===== config.mk =====
export PLATFORM = sky130hd
export DESIGN_NAME = simmem_wrsp_responder
export DESIGN_NICKNAME = d
export VERILOG_FILES = /design/src/rtl/simmem_pkg.sv /design/src/rtl/simmem_wrsp_responder.sv
export SDC_FILE = /design/constraint.sdc
export NUM_CORES = 1
export LEC_CHECK = 0
export CAP_MARGIN = 20
export CORE_UTILIZATION = 48
export CTS_CLUSTER_SIZE = 8
export DETAILED_ROUTE_END_ITERATION = 12
export PLACE_DENSITY = 0.9
export SLEW_MARGIN = 10
export SYNTH_ARGS = -nofsm -noshare
export SYNTH_HDL_FRONTEND = slang
export SYNTH_SLANG_ARGS = --single-unit

===== constraint.sdc =====
create_clock -name clk_i -period 5.2 [get_ports clk_i]
set_input_delay 1.04 -clock clk_i [delete_from_list [all_inputs] [get_ports clk_i]]
set_output_delay 1.04 -clock clk_i [all_outputs]
set_load 0.01 [all_outputs]

===== src/rtl/simmem_pkg.sv =====
// Shared types for the simulated memory write path.
package simmem_pkg;

  localparam int unsigned MaxBurstLenField = 2;
  localparam int unsigned IDWidth          = 2;
  localparam int unsigned XRespWidth       = 10;

  localparam int unsigned BurstLenWidth = 3;
  localparam int unsigned AddrWidth     = 16;
  localparam int unsigned DataWidth     = 32;
  localparam int unsigned StrbWidth     = DataWidth / 8;

  typedef struct packed {
    logic [IDWidth-1:0]       id;
    logic [AddrWidth-1:0]     addr;
    logic [BurstLenWidth-1:0] burst_len;  // log2 of the beat count
  } waddr_t;

  typedef struct packed {
    logic [DataWidth-1:0] data;
    logic [StrbWidth-1:0] strobes;
    logic                 last;
  } wdata_t;

  typedef struct packed {
    logic [IDWidth-1:0]    id;
    logic [XRespWidth-1:0] payload;  // {seq_cnt[7:0], resp[1:0]}
  } wrsp_t;

endpackage


===== src/rtl/simmem_wrsp_responder.sv =====
// Memory-side write responder: buffers write addresses, consumes the matching
// write-data bursts and returns one in-order write response per burst.
module simmem_wrsp_responder
  import simmem_pkg::*;
#(
  parameter int unsigned AwFifoDepth = 4
) (
  input  logic                 clk_i,
  input  logic                 rst_ni,
  input  logic [$bits(waddr_t)-1:0] waddr_i,
  input  logic                 waddr_in_valid_i,
  output logic                 waddr_in_ready_o,
  input  logic [$bits(wdata_t)-1:0] wdata_i,
  input  logic                 wdata_in_valid_i,
  output logic                 wdata_in_ready_o,
  output logic [$bits(wrsp_t)-1:0]  wrsp_o,
  output logic                 wrsp_out_valid_o,
  input  logic                 wrsp_out_ready_i
);

  localparam int unsigned PtrW  = $clog2(AwFifoDepth);
  localparam int unsigned BeatW = MaxBurstLenField + 1;

  typedef struct packed {
    logic [IDWidth-1:0]       id;
    logic [BurstLenWidth-1:0] burst_len;
  } aw_entry_t;

  typedef enum logic [1:0] {StIdle, StData, StResp} state_e;

  waddr_t waddr;
  wdata_t wdata;
  wrsp_t  wrsp;

  assign waddr  = waddr_t'(waddr_i);
  assign wdata  = wdata_t'(wdata_i);
  assign wrsp_o = wrsp;

  // Address and data payload are not needed to build a response.
  logic unused_payload;
  assign unused_payload = ^{waddr.addr, wdata.data, wdata.strobes};

  aw_entry_t         mem_q [AwFifoDepth];
  logic [PtrW-1:0]   wr_ptr_q, rd_ptr_q;
  logic [PtrW:0]     count_q, count_d;
  logic              aw_ready_q;
  aw_entry_t         head;

  state_e             state_q, state_d;
  logic [IDWidth-1:0] cur_id_q;
  logic [BurstLenWidth-1:0] cur_len_q;
  logic               err_q;
  logic [BeatW-1:0]   beat_cnt_q;
  logic [7:0]         seq_cnt_q;

  logic             aw_push, pop, w_hs, rsp_hs, fifo_empty;
  logic [BeatW-1:0] beats_n, beat_cnt_inc;
  logic             is_nth;

  assign waddr_in_ready_o = aw_ready_q;
  assign aw_push    = waddr_in_valid_i && aw_ready_q;
  assign fifo_empty = (count_q == '0);
  assign head       = mem_q[rd_ptr_q];
  assign w_hs       = wdata_in_valid_i && wdata_in_ready_o;
  assign rsp_hs     = wrsp_out_valid_o && wrsp_out_ready_i;

  // Beats expected for the current burst, clamped to the largest legal burst.
  always_comb begin
    if (cur_len_q > BurstLenWidth'(MaxBurstLenField)) begin
      beats_n = BeatW'(1) << MaxBurstLenField;
    end else begin
      beats_n = BeatW'(1) << cur_len_q;
    end
    beat_cnt_inc = beat_cnt_q + BeatW'(1);
    is_nth       = (beat_cnt_inc == beats_n);
  end

  // FIFO occupancy; push and pop in the same cycle cancel out.
  always_comb begin
    count_d = count_q;
    case ({aw_push, pop})
      2'b10:   count_d = count_q + (PtrW+1)'(1);
      2'b01:   count_d = count_q - (PtrW+1)'(1);
      default: count_d = count_q;
    endcase
  end

  // FIFO storage; contents need no reset since occupancy gates every read.
  always_ff @(posedge clk_i) begin
    if (aw_push) begin
      mem_q[wr_ptr_q] <= '{id: waddr.id, burst_len: waddr.burst_len};
    end
  end

  // FIFO pointers, occupancy and the registered not-full ready.
  always_ff @(posedge clk_i or negedge rst_ni) begin
    if (!rst_ni) begin
      wr_ptr_q   <= '0;
      rd_ptr_q   <= '0;
      count_q    <= '0;
      aw_ready_q <= 1'b0;
    end else begin
      if (aw_push) wr_ptr_q <= wr_ptr_q + PtrW'(1);
      if (pop)     rd_ptr_q <= rd_ptr_q + PtrW'(1);
      count_q    <= count_d;
      aw_ready_q <= (count_d != (PtrW+1)'(AwFifoDepth));
    end
  end

  // Next state, pop request, channel handshakes and the response word.
  always_comb begin
    state_d          = state_q;
    pop              = 1'b0;
    wdata_in_ready_o = 1'b0;
    wrsp_out_valid_o = 1'b0;
    wrsp             = '0;
    unique case (state_q)
      StIdle: begin
        if (!fifo_empty) begin
          pop     = 1'b1;
          state_d = StData;
        end
      end
      StData: begin
        wdata_in_ready_o = 1'b1;
        if (w_hs && is_nth) state_d = StResp;
      end
      StResp: begin
        wrsp_out_valid_o = 1'b1;
        wrsp.id          = cur_id_q;
        wrsp.payload     = {seq_cnt_q, (err_q ? 2'b10 : 2'b00)};
        if (wrsp_out_ready_i) begin
          if (!fifo_empty) begin
            pop     = 1'b1;
            state_d = StData;
          end else begin
            state_d = StIdle;
          end
        end
      end
      default: state_d = StIdle;
    endcase
  end

  // FSM state plus the per-burst context, beat counter and response sequence.
  always_ff @(posedge clk_i or negedge rst_ni) begin
    if (!rst_ni) begin
      state_q    <= StIdle;
      cur_id_q   <= '0;
      cur_len_q  <= '0;
      err_q      <= 1'b0;
      beat_cnt_q <= '0;
      seq_cnt_q  <= '0;
    end else begin
      state_q <= state_d;
      if (pop) begin
        cur_id_q   <= head.id;
        cur_len_q  <= head.burst_len;
        err_q      <= (head.burst_len > BurstLenWidth'(MaxBurstLenField));
        beat_cnt_q <= '0;
      end else if (w_hs) begin
        beat_cnt_q <= beat_cnt_inc;
        // last must be set exactly on the final beat
        if (wdata.last != is_nth) err_q <= 1'b1;
      end
      if (rsp_hs) seq_cnt_q <= seq_cnt_q + 8'd1;
    end
  end

endmodule


**Word level (Yosys, flattened, before mapping)**

Memory sizes are Yosys's and may differ from the RTL's.
Cells that the tools add are included.

- Bits in writable memories: 20
- Word-level logic and storage cells: 61
- Flip-flop bits (word level): 27
- Memories: 1
- Input bits: 63

- Muxes and demuxes: 21
- Magnitude comparators: 2
- Add/sub/neg operators: 6
- Shift operators: 1
- Reduce and logical (&&, ||, !) cells: 10
- Equal/unequal tests: 10

Memories:

| memory | words | bits a word | read ports | clocked after Yosys merged registers in | wr ports | RTL line | source |
|---|---|---|---|---|---|---|---|
| mem_q | 4 | 5 | 1 | 0 | 1 | simmem_wrsp_responder.sv:43 | `aw_entry_t mem_q [AwFifoDepth];` |

Operator list:

| operator | count |
|---|---|
| 12-bit 2-to-1 mux | 1 |
| 1-bit 2-to-1 mux | 10 |
| 3-bit 2-to-1 mux | 3 |
| 8-bit by 1-bit adder with 8-bit output, second input constant | 1 |
| 2-bit 2-to-1 mux | 4 |
| 3-bit by 1-bit adder with 3-bit output, second input constant | 2 |
| 3-bit by 2-bit greater-than comparator with 1-bit output, second input constant | 2 |
| 2-bit != test, second input constant | 3 |
| 2-bit case mux with 3 select lines | 1 |
| 3-bit case mux with 2 select lines | 1 |
| 2-bit by 1-bit adder with 2-bit output, second input constant | 2 |
| 2-bit by 1-bit == test with 1-bit output, second input constant | 2 |
| 2-bit == test, second input constant | 2 |
| 1-bit logical AND | 4 |
| 2-bit nonzero test | 2 |
| 3-bit == test | 1 |
| 3-bit zero test | 1 |
| 3-bit != test, second input constant | 1 |
| 3-bit AND reduction | 1 |
| 1-bit by 3-bit << shifter with 3-bit output, first input constant | 1 |
| 3-bit by 1-bit subtractor with 3-bit output, second input constant | 1 |
| 2-bit zero test | 1 |
| 1-bit case mux with 2 select lines | 1 |
| 2-bit AND reduction | 1 |
| 1-bit != test | 1 |

**Depth between registers and ports, before layout**

Gate-level depths: netlist of run 1.

- Depth after elaboration: 7
- Gate-level depth with buffers: 10

**Worst setup path after synthesis of run 1**

Ideal clock, no wire load.

- Kind: input to register
- From: input port wrsp_out_ready_i
- To: register aw_ready_q, in the netlist waddr_in_ready_o
- Setup slack: 2.254 ns
- Cell stages on the path: 10
- Data arrival time: 2.822 ns
- Path buffers: 1
- Path through: and2b_1 -> nor3_2 -> buf_2 -> ha_1 -> inv_1 -> fa_1 -> xor2_1 -> nor2_1 -> xor2_1 -> nand2_1

- Word-level cells in the longest chain between the ends: 5
- Elaborated cells between the ends (all ways): 6
- Those cells by class: eq/ne: 3; mux: 3

Ends and longest elaborated chain:

| item | RTL line | source |
|---|---|---|
| start: declaration | simmem_wrsp_responder.sv:18 | `input logic wrsp_out_ready_i` |
| 1-bit 2-to-1 mux (*) | simmem_wrsp_responder.sv:132 | `if (wrsp_out_ready_i) begin` |
| 1-bit case mux with 2 select lines (*) | simmem_wrsp_responder.sv:117 | `unique case (state_q)` |
| 2-bit by 1-bit == test with 1-bit output / 2-bit == test (equally long branches) | simmem_wrsp_responder.sv:81 | `case ({aw_push, pop})` |
| 3-bit case mux with 2 select lines (*) | simmem_wrsp_responder.sv:81 |  |
| named net count_d[2] | simmem_wrsp_responder.sv:45 | `logic [PtrW:0] count_q, count_d;` |
| 3-bit != test (*) | simmem_wrsp_responder.sv:106 | `aw_ready_q <= (count_d != (PtrW+1)'(AwFifoDepth));` |
| end signal: assignment | simmem_wrsp_responder.sv:106 |  |
| end: declaration | simmem_wrsp_responder.sv:46 | `logic aw_ready_q;` |

The timed path passes the listed nets; every way through them passes the cells marked *.
A chain may end at the register's enable or synchronous reset.

**Final worst setup path of run 1**

- From: register state_q[0]
- To: output port wrsp_o[4]

- Word-level cells in the longest chain between the ends: 2

Ends and longest elaborated chain:

| item | RTL line | source |
|---|---|---|
| start: declaration | simmem_wrsp_responder.sv:49 | `state_e state_q, state_d;` |
| start signal: assignment | simmem_wrsp_responder.sv:148 | `state_q <= StIdle;` |
| start signal: assignment | simmem_wrsp_responder.sv:155 | `state_q <= state_d;` |
| 2-bit == test | simmem_wrsp_responder.sv:117 |  |
| 12-bit 2-to-1 mux | simmem_wrsp_responder.sv:117 |  |
| end: declaration | simmem_wrsp_responder.sv:16 | `output logic [$bits(wrsp_t)-1:0] wrsp_o,` |

Every way passes these cells.

==> results of run 1 <==
==> power by group through the flow <==
stage	Clock (mW)	Combinational [mW]	Sequential (mW)
6_report	0.271	0.391	0.587
4_1_cts	0.274	0.397	0.588
2_1_floorplan	0	0.322	0.556
3_3_place_gp	0	0.368	0.588
3_5_place_dp	0	0.393	0.596
5_1_grt	0.287	0.440	0.602
==> sequential cells by signal (all words and copies together), names as in the netlist <==
register,flops
seq_cnt_q,8
cur_len_q,3
state_q,2
waddr_in_ready_o,1
wr_ptr_q,2
rd_ptr_q,2
mem_q,20
cur_id_q,2
err_q,1
beat_cnt_q,3
count_q,3
==> kinds of logic (layout without fill, tap and decap cells) <==
group                    Yosys count  count (layout)
AO/OA/AOI/OAI                      7               7
XOR/XNOR                          16              16
adder cells (fa/ha/maj)            8               8
buffers and inverters             15              44
flip-flops                        47              47
multiplexers                      14              14
other                              1               1
AND/OR/NAND/NOR                   48              48
==> layer usage <==
| metal | GRT usage, % | up-vias | part of all wire [%] |
|---|---|---|---|
| li1 | - | 601 | - |
| met1 | 22.81 | 625 | 45 |
| met2 | 28.52 | 29 | 49 |
| met3 | 3.618 | 8 | 3.4 |
| met4 | 8.929 | 0 | 2.2 |
| met5 | 0 | - | 0 |
==> worst register-to-register path, cell delays in order, from the launching register on <==
cell and delay, ns:
dfrtp_1 0.42, and2b_1 0.19, nor3_2 0.16, ha_1 0.22, inv_1 0.06, fa_1 0.38
xor2_1 0.16, nor2_1 0.12, xor2_1 0.21, nand2_1 0.08
==> worst max-delay path by stage <==
stage	endpoint	slack (ns)	cells after the start
floorplan	waddr_in_ready_o	2.25	10
global placement	waddr_in_ready_o	1.96	10
detailed placement	waddr_in_ready_o	1.91	10
CTS	wrsp_o[4]	1.93	4
global route	wrsp_o[4]	1.82	4
finish	wrsp_o[4]	1.96	4
==> cell type report <==
class,instances,area [um2],area share [%]
Clock inverter,3,42.54,1.668
Timing Repair Buffer,26,255.2,10.01
Clock buffer,5,68.82,2.699
Sequential cell,47,1276,50.05
Inverter,10,37.54,1.472
Tap cell,50,62.56,2.453
Multi-Input combinational cell,94,807.0,31.65
==> layout by cell type, fill, tap and decap left out, types with 5 or more instances in the layout <==
cell type and count:
inv_1 10, mux2_2 7, xnor2_1 8, nor2_1 8
and2_1 12, nand3_1 5, edfxtp_1 20, dfrtp_1 27
and3_1 5, nand2_1 5, clkbuf_8 5, clkdlybuf4s50_1 24
nor3_1 5, xor2_1 8, ha_1 7
==> metrics by stage <==
stage | worst slack (ns) | hold slack [ns] | instance area, um2 | total power [mW]
5_1_grt | 1.825 | 0.4955 | 2550 | 1.329
2_1_floorplan | 2.254 | 0.4375 | 2153 | 0.8781
6_report | 1.964 | 0.4847 | 2550 | 1.248
3_3_place_gp | 1.960 | 0.4538 | 2439 | 0.9561
4_1_cts | 1.931 | 0.4834 | 2550 | 1.259
3_5_place_dp | 1.913 | 0.4704 | 2439 | 0.9887
==> run summary, run 1 <==
CTS sink cnt: 47
Worst Reg2Reg Path Length in Cells: 9
Die width: 68.98 um
Synthesized-area fraction occupied by xor and xnor cells: 6.508%
Worst Hold Launch: seq_cnt_q[7]
Reg-to-Reg End: waddr_in_ready_o
Worst Path Class, Setup: flop to primary output
Area enclosed by the die boundary: 0.004758 mm2
Initial antenna violation count: 0
Complex-gate fraction of the synthesized area: 2.847%
Portion of synthesized cell area occupied by the leading cell type: 31.38%
Final weighted congestion of routability-driven global placement: 0.7219
Global-route usage over all layers: 17.78%
Cell taking the most area after synthesis: dfrtp_1
Maximum level of the CTS H-tree: 2
Number of buffers added to fix hold violations after cts: 0
Min Clock Period, post-route: 3.236 ns
Slew Viols, Final: 0
Unrepaired setup endpoints after global routing: false
Total overflow reported by the global router: 0
Ordered cell list for the critical path: nor2b_1 -> inv_1 -> nor2_1 -> clkdlybuf4s50_1
Share of synthesized cell area in full adder, half adder and majority cells: 4.997%
CTS-repair resized insts: 0
Detailed-route via count: 1,263
Top achievable clock speed: 309.0 MHz
Combined buffer and inverter count along the critical path: 2
Main synth FF type: dfrtp_1
Async SR Flop Fraction: 57.45%
Buffers added on ports: 24
Actual slew at the worst max-slew pin: 0.7256 ns
Core Util, Final: 61.53%
Detailed Routing Iterations Pass 1: 6
Worst setup EP type: primary output
Filler cell count: 318
Portion of the post-synthesis area used by sequential elements: 59.27%
Power density of the placed cells: 489.5 mW/mm2
Internal power: 0.8488 mW
Critical path data arrival time: 2.20 ns
Share of total power consumed by net switching: 31.99%
Post-synthesis cell count: 156
Relative slew slack: 51.52%
Vias in the first global route: 1,291
Post-detail-place hpwl: 2566 um
Placed cell count: 227
First-pass GRT wire length: 5878 um
Post-route non-filler standard cell count: 235
Core ar.: 0.004144 mm2
Share of power burned in combinational logic: 31.3%
Type of origin of the critical path: flop
Largest net degree at the start of global routing: 28
Number of endpoints with negative hold slack in the final report: 0
Most instantiated library cell after synthesis: dfrtp_1
Detail-routed net length per standard cell: 15.27 um
Number of vias per cell after detailed routing: 5.374
Flop-to-flop setup slack: 3.08 ns
Initial standard-cell utilization of the core: 51.96%
Source of the worst register-to-register timing path: state_q[1]
Setup TNS after final layout: 0 ns
Slowest stage cell on the critical path: nor2b_1
Post-synth EDFFs: 20
Combinational family with the most area after synthesis: simple AND/OR/NAND/NOR gates
Critical path launch point: state_q[0]
Switching power: 0.3993 mW
Worst min path class: flop to flop
Worst EP required: 4.16 ns
FP Rows: 23
Part of the total power dissipated in sequential elements: 47.0%
Root Buffer Master: clkbuf_8
FF+latch count, synth: 47
Synth Area in Simple Gates: 12.43%
DRC errors left: 0
Slowest stage delay, CP: 0.60 ns
Cell area after technology mapping: 0.002153 mm2
Net count, final: 255
CTS tree: yes
Family with the most delay on the worst path: simple AND/OR/NAND/NOR gates
Clock latency on the worst-skew pair: 0.31 ns
Fraction of layout instances using a drive strength above 1: 10.27%
Die height: 68.98 um
Pleak: 1.057 nW
Peak fanout along the critical path: 13
Post-CTS setup buffer count: 0
Routed WL: 3589 um
Antenna-violating nets left: 0
Multiplexer area fraction after synthesis: 10.52%
Synth cell types: 37
Maximum clock insertion buffer count: 2
Maximum Capacitance Violations: 0
Worst-case hold path end point: seq_cnt_q[7]
Share of power burned in the clock network: 21.7%
Io pins: 78
Number of buffers created by CTS: 5
Share of the clock period used by the worst path after layout: 62.23%
Clock-pin slew on the worst setup and hold paths: 0.09 ns
Top area cells in the synthesized netlist: dfrtp_1 (31%), edfxtp_1 (28%), mux4_1 (4.9%), ha_1 (4.1%), mux2_2 (3.7%)
Largest vdd supply drop: 230.3 uV
Layout overhead on the synthesized area: 18.42%
Initial DRC Count: 95
Nets in the synthesized netlist: 227
Final clock skew: 0.008018 ns
Endpoints failing setup: 0
Synthesis Warnings: 0
Ant diodes: 0
Result of the run: completed
Mean instance size in the synthesized netlist: 13.80 um2
Most used standard cells in the synthesized netlist: dfrtp_1 (27), edfxtp_1 (20), and2_1 (12)
Hold Crit Depth: 1
No activity file was read; power rests on OpenSTA's default activity.
==> inputs of run 2 (changes only) <==
--- a/config.mk
+++ b/config.mk
@@ -6,10 +6,10 @@
 export NUM_CORES = 1
 export LEC_CHECK = 0
 export CAP_MARGIN = 20
-export CORE_UTILIZATION = 48
+export CORE_UTILIZATION = 40
 export CTS_CLUSTER_SIZE = 8
 export DETAILED_ROUTE_END_ITERATION = 12
-export PLACE_DENSITY = 0.9
+export PLACE_DENSITY = 0.81
 export SLEW_MARGIN = 10
 export SYNTH_ARGS = -nofsm -noshare
 export SYNTH_HDL_FRONTEND = slang
==> constraint.sdc (replaced) <==
create_clock -name clk_i -period 2.72 [get_ports clk_i]
set_input_delay 0.544 -clock clk_i [delete_from_list [all_inputs] [get_ports clk_i]]
set_output_delay 0.544 -clock clk_i [all_outputs]
set_load 0.01 [all_outputs]
==> run 2 against run 1 <==
Setup slack got worse by 1.8 ns. Worst hold slack lost 0.021 ns. Global-route usage decreased by 4.2 points. Flip-flop and latch count unchanged. Clock skew down 0.0013 ns. Non-clock buffer count up 3. First-iteration DRC count shrank 3.2%. Wire length fell by 8.9%. Power increased by 88%. Clock power rose by 85%. Utilization down 11 points. Register-to-register slack worse by 2.4 ns. Critical endpoint is now wrsp_o[2].
==> run summary, run 2 (same netlist as run 1, synthesis figures left out) <==
Largest registers: mem_q: 20 flops, seq_cnt_q: 8 flops
CTS-repair resized insts: 0 (unchanged)
Setup slack of the critical path after layout: 0.1832 ns (-1.781 ns)
Initial DRC Count: 92 (-3.2%)
Detail-routed net length per standard cell: 12.67 um (-17%)
Commonest cells after routing, fill and taps aside: dfrtp_1 (27), clkdlybuf4s50_1 (24), edfxtp_1 (20)
Detailed-route via count: 1,252 (-0.87%)
Maximum clock insertion buffer count: 2 (unchanged)
Met3 routed wirelength: 132 um (+7.3%)
Largest net degree at the start of global routing: 28 (unchanged)
Layout overhead on the synthesized area: 20.69%
FP Rows: 26 (+13%)
Met2 WL: 1599 um (-9.6%)
Ant diodes: 0 (unchanged)
Core ar.: 0.005140 mm2 (+24%)
Share of the clock period used by the worst path after layout: 93.27%
Io pins: 78 (unchanged)
Initial standard-cell utilization of the core: 41.89% (-10 points)
Min Clock Period, post-route: 2.537 ns
Post-detail-place hpwl: 2419 um (-5.7%)
Initial antenna violation count: 0 (unchanged)
CTS sink cnt: 47 (unchanged)
Detailed Routing Iterations Pass 1: 4 (-2)
Global-route usage over all layers: 13.62% (-4.2 points)
Post-route non-filler standard cell count: 258 (+9.8%)
Maximum Capacitance Violations: 0 (unchanged)
Clock latency on the worst-skew pair: 0.30 ns (about the same)
Type of origin of the critical path: flop
DRC errors left: 0 (unchanged)
Fraction of layout instances using a drive strength above 1: 12.23% (+2.0 points)
Vias in the first global route: 1,218 (-5.7%)
Largest vdd supply drop: 475.9 uV (+110%)
Post-CTS setup buffer count: 0 (unchanged)
Setup TNS after final layout: 0 ns (unchanged)
Commonest non-fill, non-tap cell in the layout: dfrtp_1
Peak fanout along the critical path: 8 (-5)
Clock-pin slew on the worst setup and hold paths: 0.09 ns (about the same)
Biggest register: mem_q
Power density of the placed cells: 903.3 mW/mm2 (+85%)
Reg-to-Reg End: waddr_in_ready_o
Result of the run: completed
Maximum level of the CTS H-tree: 2 (unchanged)
Top achievable clock speed: 394.2 MHz
Slew Viols, Final: 0 (unchanged)
Flop-to-flop setup slack: 0.67 ns (-2.41 ns)
Final clock skew: 0.006711 ns (-0.001308 ns)
Root Buffer Master: clkbuf_8
Setup crit end: wrsp_o[2]
Slowest stage delay, CP: 0.53 ns (-0.07 ns)
Number of flip-flops in the largest register: 20 (unchanged)
Placed cell count: 250 (+10%)
Final total power: 2.347 mW (+88%)
Worst EP required: 2.18 ns (-1.98 ns)
Number of endpoints with negative hold slack in the final report: 0 (unchanged)
Routed met1 length: 1487 um (-8.0%)
Number of buffers created by CTS: 5 (unchanged)
CTS tree: yes
Worst setup EP type: primary output
Hold slack final: 0.4638 ns (-0.02087 ns)
Antenna-violating nets left: 0 (unchanged)
Path length in cells of the critical path: 4 (unchanged)
Worst Path Class, Setup: flop to primary output
First-pass GRT wire length: 5547 um (-5.6%)
Final weighted congestion of routability-driven global placement: 0.7374 (+2.1%)
Combined buffer and inverter count along the critical path: 2 (unchanged)
Die width: 75.37 um (+9.3%)
Routed WL: 3269 um (-8.9%)
Source of the worst register-to-register timing path: state_q[1]
Family with the most delay on the worst path: buffers and inverters
Worst slack at placement: 0.04787 ns (-1.866 ns)
Number of buffers added to fix hold violations after cts: 0 (unchanged)
Buffers added on ports: 24 (unchanged)
Slowest stage cell on the critical path: clkdlybuf4s50_1
Worst min path class: flop to flop
Critical path launch point: state_q[0]
Highest Signal Layer: met4
Total overflow reported by the global router: 0 (unchanged)
Pleak: 1.074 nW (+1.7%)
Endpoints failing setup: 0 (unchanged)
Unrepaired setup endpoints after global routing: false
Number of vias per cell after detailed routing: 4.853 (-9.7%)
Ordered cell list for the critical path: nor2b_1 -> buf_4 -> and2_1 -> clkdlybuf4s50_1
Net count, final: 258 (+1.2%)
Worst Reg2Reg Path Length in Cells: 9 (unchanged)
Area enclosed by the die boundary: 0.005681 mm2 (+19%)
Die height: 75.37 um (+9.3%)
Critical path data arrival time: 1.99 ns (-0.21 ns)
-- run 2: worst min path at each step --
| stage | from | to | cells past startpoint | slack (ns) |
|---|---|---|---|---|
| 2_1_floorplan | rst_ni | beat_cnt_q[0] | 0 | 0.25 |
| 3_3_place_gp | seq_cnt_q[7] | seq_cnt_q[7] | 1 | 0.45 |
| 3_5_place_dp | seq_cnt_q[7] | seq_cnt_q[7] | 1 | 0.46 |
| 4_1_cts | seq_cnt_q[7] | seq_cnt_q[7] | 1 | 0.47 |
| 5_1_grt | seq_cnt_q[7] | seq_cnt_q[7] | 1 | 0.49 |
| 6_report | seq_cnt_q[7] | seq_cnt_q[7] | 1 | 0.46 |
-- run 2: cell type report --
type / instances / area, um2
Clock inverter: 3 / 43.79
Tap cell: 70 / 87.58
Inverter: 10 / 37.54
Multi-Input combinational cell: 94 / 807.0
Clock buffer: 5 / 68.82
Sequential cell: 47 / 1276
Fill cell: 492 / 2541
Timing Repair Buffer: 29 / 277.8
-- run 2: through the flow --
step,instance area [um2],utilization [%]
3_5_place_dp,2486,48.37
3_3_place_gp,2486,48.37
4_1_cts,2599,50.56
2_1_floorplan,2153,-
5_1_grt,2599,50.56
6_report,2599,50.56
-- run 2: layer usage --
metal | GRT usage [%] | vias up
met3 | 4.101 | 7
met2 | 22.62 | 29
li1 | - | 611
met4 | 6.173 | 0
met5 | 0 | -
met1 | 16.45 | 605
-- run 2: where the power goes --
part	internal [mW]	leakage, nW	switching (mW)
combinational	0.397	0.499	0.329
clock	0.273	0.0581	0.228
sequential	0.955	0.517	0.166
